## config.mk

```make
export PLATFORM = sky130hd
export DESIGN_NAME = request_unit_mc
export DESIGN_NICKNAME = d
export VERILOG_FILES = /design/src/rtl/cpu_types_pkg.sv /design/src/rtl/rr_arbiter.sv /design/src/rtl/request_unit_mc.sv
export SDC_FILE = /design/constraint.sdc
export NUM_CORES = 1
export LEC_CHECK = 0
export CAP_MARGIN = 15
export CORE_ASPECT_RATIO = 0.75
export CORE_MARGIN = 8
export CORE_UTILIZATION = 40
export CTS_CLUSTER_DIAMETER = 200
export CTS_CLUSTER_SIZE = 30
export DETAILED_ROUTE_END_ITERATION = 7
export PLACE_DENSITY = 0.63
export SYNTH_ARGS = -nofsm -noshare
export SYNTH_HDL_FRONTEND = slang
export SYNTH_SLANG_ARGS = --single-unit
```

## constraint.sdc

```tcl
create_clock -name CLK -period 2.75 [get_ports CLK]
set_input_delay 0.275 -clock CLK [delete_from_list [all_inputs] [get_ports CLK]]
set_output_delay 0.275 -clock CLK [all_outputs]
set_load 0.05 [all_outputs]
```

## src/rtl/cpu_types_pkg.sv

```systemverilog
// rtl/cpu_types_pkg.sv - shared types and helpers for the request unit and its arbiter
// Contents:
//   ru_state_t : request unit run state (RUN, DRAIN, HALTED)
//   RU_MAX_CH  : largest supported number of data request channels
//   sel_w()    : width of a channel index for n channels, never less than 1
package cpu_types_pkg;

    typedef enum logic [1:0] {
        RUN    = 2'd0,
        DRAIN  = 2'd1,
        HALTED = 2'd2
    } ru_state_t;

    localparam int RU_MAX_CH = 8;

    function automatic int sel_w(input int n);
        return (n > 1) ? $clog2(n) : 1;
    endfunction

endpackage

```

## src/rtl/rr_arbiter.sv

```systemverilog
// rtl/rr_arbiter.sv - combinational round-robin pick of the first request at or after ptr
// Ports:
//   req     : one request bit per requester
//   ptr     : index where the search starts; wraps modulo N
//   gnt_idx : index of the winning requester (0 when none)
//   any     : at least one request is present
module rr_arbiter
    import cpu_types_pkg::*;
#(
    parameter int  N     = 2,
    localparam int SEL_W = sel_w(N)
) (
    input  logic [N-1:0]     req,
    input  logic [SEL_W-1:0] ptr,
    output logic [SEL_W-1:0] gnt_idx,
    output logic             any
);

    logic             found;
    logic [SEL_W-1:0] idx;

    always_comb begin
        gnt_idx = '0;
        found   = 1'b0;
        idx     = '0;
        for (int i = 0; i < N; i++) begin
            idx = SEL_W'((int'(ptr) + i) % N);
            if (!found && req[idx]) begin
                found   = 1'b1;
                gnt_idx = idx;
            end
        end
    end

    assign any = |req;

endmodule

```

## src/rtl/request_unit_mc.sv

```systemverilog
// rtl/request_unit_mc.sv - multi-channel request unit: latches data requests on ihit, serialises them round-robin
// Ports:
//   CLK, RST          : clock, synchronous active-high reset
//   iREN              : datapath wants an instruction fetch
//   dREN, dWEN        : per-channel data read / write requests, sampled on ihit
//   ihit, dhit        : instruction fetch done / current data access done
//   halt              : datapath halt level
//   imemREN           : instruction read request to memory
//   dmemREN, dmemWEN  : data read / write request for the granted channel
//   dsel              : channel currently granted the data port
//   pc_wait           : data work outstanding, hold the PC
//   halted            : all work drained after halt (sticky)
//   timeout_err       : granted request waited TIMEOUT cycles for dhit (sticky)
module request_unit_mc
    import cpu_types_pkg::*;
#(
    parameter int  NDCH    = 2,
    parameter int  TIMEOUT = 64,
    parameter int  TO_W    = 8,
    localparam int SEL_W   = sel_w(NDCH)
) (
    input  logic             CLK,
    input  logic             RST,
    input  logic             iREN,
    input  logic [NDCH-1:0]  dREN,
    input  logic [NDCH-1:0]  dWEN,
    input  logic             ihit,
    input  logic             dhit,
    input  logic             halt,
    output logic             imemREN,
    output logic             dmemREN,
    output logic             dmemWEN,
    output logic [SEL_W-1:0] dsel,
    output logic             pc_wait,
    output logic             halted,
    output logic             timeout_err
);

    localparam logic [TO_W-1:0] TO_LIM = TO_W'(TIMEOUT);

    ru_state_t        state;
    logic [NDCH-1:0]  pend;
    logic [NDCH-1:0]  wr;
    logic             gnt_v;
    logic [SEL_W-1:0] gnt_idx;
    logic [SEL_W-1:0] rr_ptr;
    logic [TO_W-1:0]  wdog;

    logic [SEL_W-1:0] arb_idx;
    logic             arb_any;
    logic             idle;
    logic [SEL_W-1:0] ptr_next;

    rr_arbiter #(.N(NDCH)) u_arb (
        .req     (pend),
        .ptr     (rr_ptr),
        .gnt_idx (arb_idx),
        .any     (arb_any)
    );

    assign idle     = (pend == '0) && !gnt_v;
    assign ptr_next = (int'(gnt_idx) == NDCH - 1) ? '0 : gnt_idx + SEL_W'(1);

    always_ff @(posedge CLK) begin
        if (RST) begin
            state       <= RUN;
            pend        <= '0;
            wr          <= '0;
            gnt_v       <= 1'b0;
            gnt_idx     <= '0;
            rr_ptr      <= '0;
            wdog        <= '0;
            timeout_err <= 1'b0;
        end else begin
            case (state)
                RUN:     if (halt) state <= idle ? HALTED : DRAIN;
                DRAIN:   if (idle) state <= HALTED;
                HALTED:  state <= HALTED;
                default: state <= RUN;
            endcase

            // Capture only when fully idle; halt on the same edge suppresses it.
            // The three branches are mutually exclusive: capture needs pend==0,
            // which also means the arbiter has nothing to grant.
            if (ihit && (state == RUN) && !halt && idle) begin
                pend <= dREN | dWEN;
                wr   <= dWEN;
            end else if (gnt_v && dhit) begin
                pend[gnt_idx] <= 1'b0;
                gnt_v         <= 1'b0;
                rr_ptr        <= ptr_next;
            end else if (!gnt_v && arb_any) begin
                gnt_v   <= 1'b1;
                gnt_idx <= arb_idx;
            end

            // Watchdog counts waiting cycles of a held grant; it only flags, never aborts.
            if (gnt_v && !dhit) begin
                if (wdog < TO_LIM) wdog <= wdog + TO_W'(1);
                if ((TIMEOUT != 0) && (wdog == TO_LIM - TO_W'(1))) timeout_err <= 1'b1;
            end else begin
                wdog <= '0;
            end
        end
    end

    assign dmemREN = gnt_v & ~wr[gnt_idx];
    assign dmemWEN = gnt_v &  wr[gnt_idx];
    assign dsel    = gnt_idx;
    assign pc_wait = (pend != '0) | gnt_v;
    assign imemREN = iREN & (state == RUN) & ~pc_wait;
    assign halted  = (state == HALTED);

endmodule

```

==> results of run 1 <==
==> synth_stat cells, drive strengths merged <==
master / count
dfxtp: 18
a21oi: 12
o21ai: 9
inv: 7
nand2: 7
ha: 5
clkbuf: 4
nor2: 4
and2: 3
nand3: 3
nor3: 3
o211ai: 3
or3: 3
nand2b: 2
nor2b: 2
or4: 2
xnor2: 2
a2111o: 1
a22o: 1
a311oi: 1
and3: 1
mux2i: 1
nor3b: 1
nor4b: 1
o21a: 1
o31a: 1
o31ai: 1
or3b: 1
or4b: 1
==> sequential cells by signal (all words and copies together) (netlist names) <==
signal	cells
pend	2
rr_ptr	1
state	2
timeout_err	1
gnt_v	1
wdog	8
dsel	1
wr	2
==> layer usage <==
metal / up-vias / part of all wire / track usage
met4: 0 / 0.0047 / 0.0257
met3: 2 / 0.055 / 0.0404
met1: 324 / 0.53 / 0.112
met2: 17 / 0.41 / 0.139
li1: 393 / - / -
met5: - / 0 / 0
==> kinds of logic (layout without fill, tap and decap cells) <==
logic type | count (synthesis) | in the layout
compound gates | 30 | 30
fa+ha+maj | 5 | 5
mux | 1 | 1
buf+inv | 11 | 27
simple gates | 34 | 34
xor+xnor | 2 | 2
flops | 18 | 18
==> final cells by class <==
type,instances,share of cell area
Clock buffer,4,0.0338
Tap cell,24,0.0280
Inverter,7,0.0245
Sequential cell,18,0.336
Multi-Input combinational cell,72,0.431
Timing Repair Buffer,16,0.147
==> through the flow <==
stage	setup slack (ns)	instance area, µm²
CTS	0.521	1070
global placement	0.872	1040
floorplan	0.923	865
detailed placement	0.861	1040
finish	0.515	1070
global route	0.378	1070
==> where the power goes <==
part | internal (W) | total, W | leakage [nW] | switching, W
sequential | 0.000289 | 0.000324 | 0.146 | 0.0000348
clock | 0.0000807 | 0.000161 | 0.0210 | 0.0000806
combinational | 0.000132 | 0.000335 | 0.212 | 0.000203
total | 0.000502 | 0.000820 | 0.379 | 0.000319
==> how the worst min path moves through the flow <==
stage                     startpoint       to  slack (ns)  cells past startpoint
after global routing           wr[1]    wr[1]        0.51                      2
after global placement         wr[1]    wr[1]        0.47                      2
final                          wr[0]    wr[0]        0.49                      2
after floorplan                 dhit   rr_ptr        0.39                      1
after detailed placement     wdog[5]  wdog[5]        0.47                      2
after CTS                    wdog[5]  wdog[5]        0.49                      2
==> worst max-delay path: stages, from the launching register on <==
cell and delay (ns):
dfxtp_1 0.35, inv_1 0.09, ha_1 0.21, nor4b_1 0.62, and2_1 0.22, buf_4 0.19
==> flow_summary.json, run 1 <==
{
  "path_class": "reg -> out",
  "synth_top_family_by_area": "simple AND/OR/NAND/NOR gates",
  "reg2reg_depth": 5,
  "clock.fmax_ghz": 0.447,
  "syn2layout_area_growth_pct": 24.0,
  "drive_above_1_share": 0.0513,
  "critPathMaxFanout": 5,
  "gp_congestion": 0.725,
  "grt_max_degree": 12,
  "yosys_warnings": 0,
  "numPortBuffers": 16,
  "rsz0062_at_grt": "no",
  "maxCapViolCount": 0,
  "cts_setup_buffers": 0,
  "synth_xor_area_frac": 0.0203,
  "final_common_cell": "dfxtp_1",
  "seq_area_um2": 360,
  "skew_ns": 0.00698,
  "final_cells": 141,
  "die_h_um": 56.3,
  "clk_pin_slew_ns": 0.10,
  "layout_common_cells": "18 x dfxtp_1, 15 x clkdlybuf4s50_1, 12 x a21oi_1",
  "antenna_found_initial": 0,
  "num_rows": 14,
  "drtAntennaViolNets": 0,
  "fillers": 195,
  "ys_ff_latch": 18,
  "tightest_slew_ns": 0.722,
  "cts_buffers": 3,
  "power.density_mw_per_mm2": 765,
  "r2r_end": "state[1]",
  "diodes": 0,
  "grt_pass1_wl_mm": 3.02,
  "yosys.area.top_type": "dfxtp_1",
  "post_cts_resized": 0,
  "synth_fp_nets": 116,
  "place_inst": 137,
  "cp-end-kind": "output port",
  "slew_headroom": 0.512,
  "fin_crit_ns": 2.24,
  "drt_iter0_drc": 33,
  "critPathCapture": "imemREN",
  "crit_arrival_ns": 1.96,
  "setup_tns_ns": 0,
  "synth_area_leaders": "dfxtp_1 42%, ha_1 7.2%, a21oi_1 6.9%",
  "outcome": "finished clean",
  "utilization": 0.528,
  "holdBufCountCts": 0,
  "netlist_instances": 101,
  "synth.avg_cell_area_um2": 8.56,
  "die_w_um": 69.7,
  "finalSetupViolations": 0,
  "nets": 133,
  "rrSetupSlack_ns": 0.96,
  "yosysUniqueCellTypes": 31,
  "synthAdderAreaFrac": 0.0724,
  "dieArea_mm2": 0.00392,
  "leakage_nw": 0.379,
  "fin_crit_sh": 0.813,
  "cp-startpoint": "state[0]",
  "ios": 17,
  "hold-worst-slack_ns": 0.488,
  "wire_per_inst_um": 12.2,
  "r2r_start": "state[0]",
  "ir_drop_mv": 0.495,
  "drt_wl_total_mm": 1.72,
  "ys_seq_area_frac": 0.417,
  "synth_simple_gate_area_frac": 0.221,
  "slew_violations": 0,
  "synth_top_area_share": 0.417,
  "track_usage": 0.0906,
  "crit_path_start_kind": "flop",
  "drtPass1Iterations": 4,
  "overflow": 0,
  "start_util": 0.425,
  "multi_input_area_um2": 462,
  "clkLatencyLatePin_ns": 0.29,
  "dr_total_vias": 736,
  "grt_pass1_vias": 686,
  "core_mm2": 0.00203,
  "vias_per_cell": 5.22,
  "power_w": 0.000820,
  "hold_viol": 0,
  "cts_tree": "yes",
  "clock_tree.root_cell": "clkbuf_4",
  "cp.required_ns": 2.48,
  "dp_hpwl_mm": 1.34,
  "drc_errors": 0,
  "synth-compound-area-share": 0.208,
  "synth_area_um2": 865,
  "clk_path_buf_depth": 2,
  "synth_mux_area_frac": 0.0116,
  "worstHoldPathType": "reg -> reg",
  "cts_sinks": 18,
  "h-tree-depth": 1
}
Note: power is estimated with default switching activity, not from simulation.
==> inputs of run 2 (changes only) <==
- clock period: 2.75 -> 2.2 ns (I/O delays scaled with it)
==> flow_summary.json, run 2 (synthesis results as in run 1) <==
{
  "outcome": "finished clean",
  "cp_slowest_stage_delay_ns": 0.80,
  "dp_hpwl_mm": 1.43,
  "reg2reg_depth": 5,
  "crit_arrival_ns": 1.84,
  "clk_path_buf_depth": 2,
  "dieArea_mm2": 0.00392,
  "slew_violations": 0,
  "power.share.clock": 0.188,
  "fillers": 200,
  "leakage_nw": 0.422,
  "largest_reg_flops": 8,
  "num_rows": 14,
  "grt_pass1_wl_mm": 3.13,
  "antenna_found_initial": 0,
  "slew_headroom": 0.655,
  "track_usage": 0.0945,
  "drc_errors": 0,
  "crit_slowest_cell": "clkdlybuf4s50_1",
  "utilization": 0.540,
  "cts_tree": "yes",
  "r2r_start": "state[1]",
  "setup_tns_ns": 0,
  "h-tree-depth": 1,
  "fin_crit_ns": 2.06,
  "dr_total_vias": 755,
  "netSwitchingPower_w": 0.000407,
  "swShare": 0.381,
  "final_common_cell": "dfxtp_1",
  "hold_viol": 0,
  "layout_common_cells": "18 x dfxtp_1, 13 x clkdlybuf4s50_1, 12 x a21oi_1",
  "cts_sinks": 18,
  "rrSetupSlack_ns": 0.42,
  "path_class": "reg -> out",
  "die_h_um": 56.3,
  "cts_buffers": 3,
  "multi_input_area_um2": 462,
  "die_w_um": 69.7,
  "diodes": 0,
  "hold-worst-slack_ns": 0.491,
  "hold_depth": 1,
  "clk_pin_slew_ns": 0.10,
  "crit_path_start_kind": "flop",
  "finalSetupViolations": 0,
  "power.density_mw_per_mm2": 974,
  "worstHoldPathType": "reg -> reg",
  "post-place-ws_ns": 0.419,
  "ios": 17,
  "ir_drop_mv": 0.563,
  "tightest_slew_ns": 0.516,
  "hold_end": "timeout_err",
  "grt_pass1_vias": 733,
  "min_from": "timeout_err",
  "cp-end-kind": "output port",
  "critPathMaxFanout": 11,
  "clock.fmax_ghz": 0.486,
  "r2r_end": "state[1]",
  "vias_per_cell": 5.32,
  "core_mm2": 0.00203,
  "clock_tree.root_cell": "clkbuf_4",
  "top_register": "wdog",
  "syn2layout_area_growth_pct": 26.9,
  "clkLatencyLatePin_ns": 0.29,
  "start_util": 0.425,
  "wire_per_inst_um": 12.9,
  "numPortBuffers": 16,
  "p_int_w": 0.000662,
  "seq_area_um2": 360,
  "maxCapViolCount": 0,
  "grt_max_degree": 12,
  "rsz0062_at_grt": "no",
  "skew_ns": 0.00415,
  "drt_iter0_drc": 19,
  "seqPwrFrac": 0.378,
  "drtAntennaViolNets": 0,
  "cp.required_ns": 1.98,
  "gp_congestion": 0.754,
  "drtPass1Iterations": 4,
  "fin_crit_sh": 0.935,
  "path_cells": "nor3_1 -> inv_1 -> clkdlybuf4s50_1",
  "cp-startpoint": "gnt_v",
  "overflow": 0,
  "drt_wl_total_mm": 1.83,
  "nets": 134,
  "power_w": 0.00107,
  "setup_ws_ns": 0.144,
  "drive_above_1_share": 0.0593,
  "holdBufCountCts": 0,
  "combPwrFrac": 0.434
}
==> run 2: cell types whose count changed in the layout (fill, tap and decap cells not counted), sizes merged <==
cell           previous run  this run
clkdlybuf4s50            15        13
dlymetal6s2s              0         2
buf                       1         2
==> run 2: critical path, delay by kind of cell (launching register included) <==
family / cells / cell delay (ns)
buf+inv: 2 / 0.90
flops: 1 / 0.52
simple gates: 1 / 0.13
==> run 2: per-layer routing <==
metal,global-route usage,vias up,share of wire
met2,0.151,8,0.42
met1,0.116,346,0.54
met3,0.0404,2,0.036
li1,-,399,-
met5,0,-,0
met4,0.0171,0,0.0071
==> run 2: power by group through the flow <==
stage	Sequential, W	Clock (W)	Combinational, W
after global routing	0.000413	0.000223	0.000504
after CTS	0.000405	0.000212	0.000472
after global placement	0.000410	0	0.000469
after detailed placement	0.000412	0	0.000468
final	0.000405	0.000201	0.000464
after floorplan	0.000404	0	0.000306
==> run 2: worst max-delay path by stage <==
stage,end,slack (ns),cells after the start
after global placement,dmemREN,0.42,3
after floorplan,imemREN,0.43,4
after detailed placement,dmemREN,0.42,3
final,pc_wait,0.14,3
after CTS,dmemREN,0.07,3
after global routing,pc_wait,0.04,3
==> run 2: layout make-up <==
class	count	share of cell area
clock buffer	4	0.0331
inverter	7	0.0239
multi-input combinational	72	0.421
sequential	18	0.328
tap	24	0.0274
timing repair buffer	17	0.166
==> run 2: stage by stage <==
stage,cell area (µm²),cells
after floorplan,865,101
after global placement,1060,138
after detailed placement,1060,138
after CTS,1090,142
after global routing,1100,142
final,1100,142
==> run 2: what timing repair did <==
item | 4_1_cts | 5_1_grt
endpoints found under the setup margin | 0 | 2
gates resized for setup | 0 | 2
setup buffers | 0 | 0
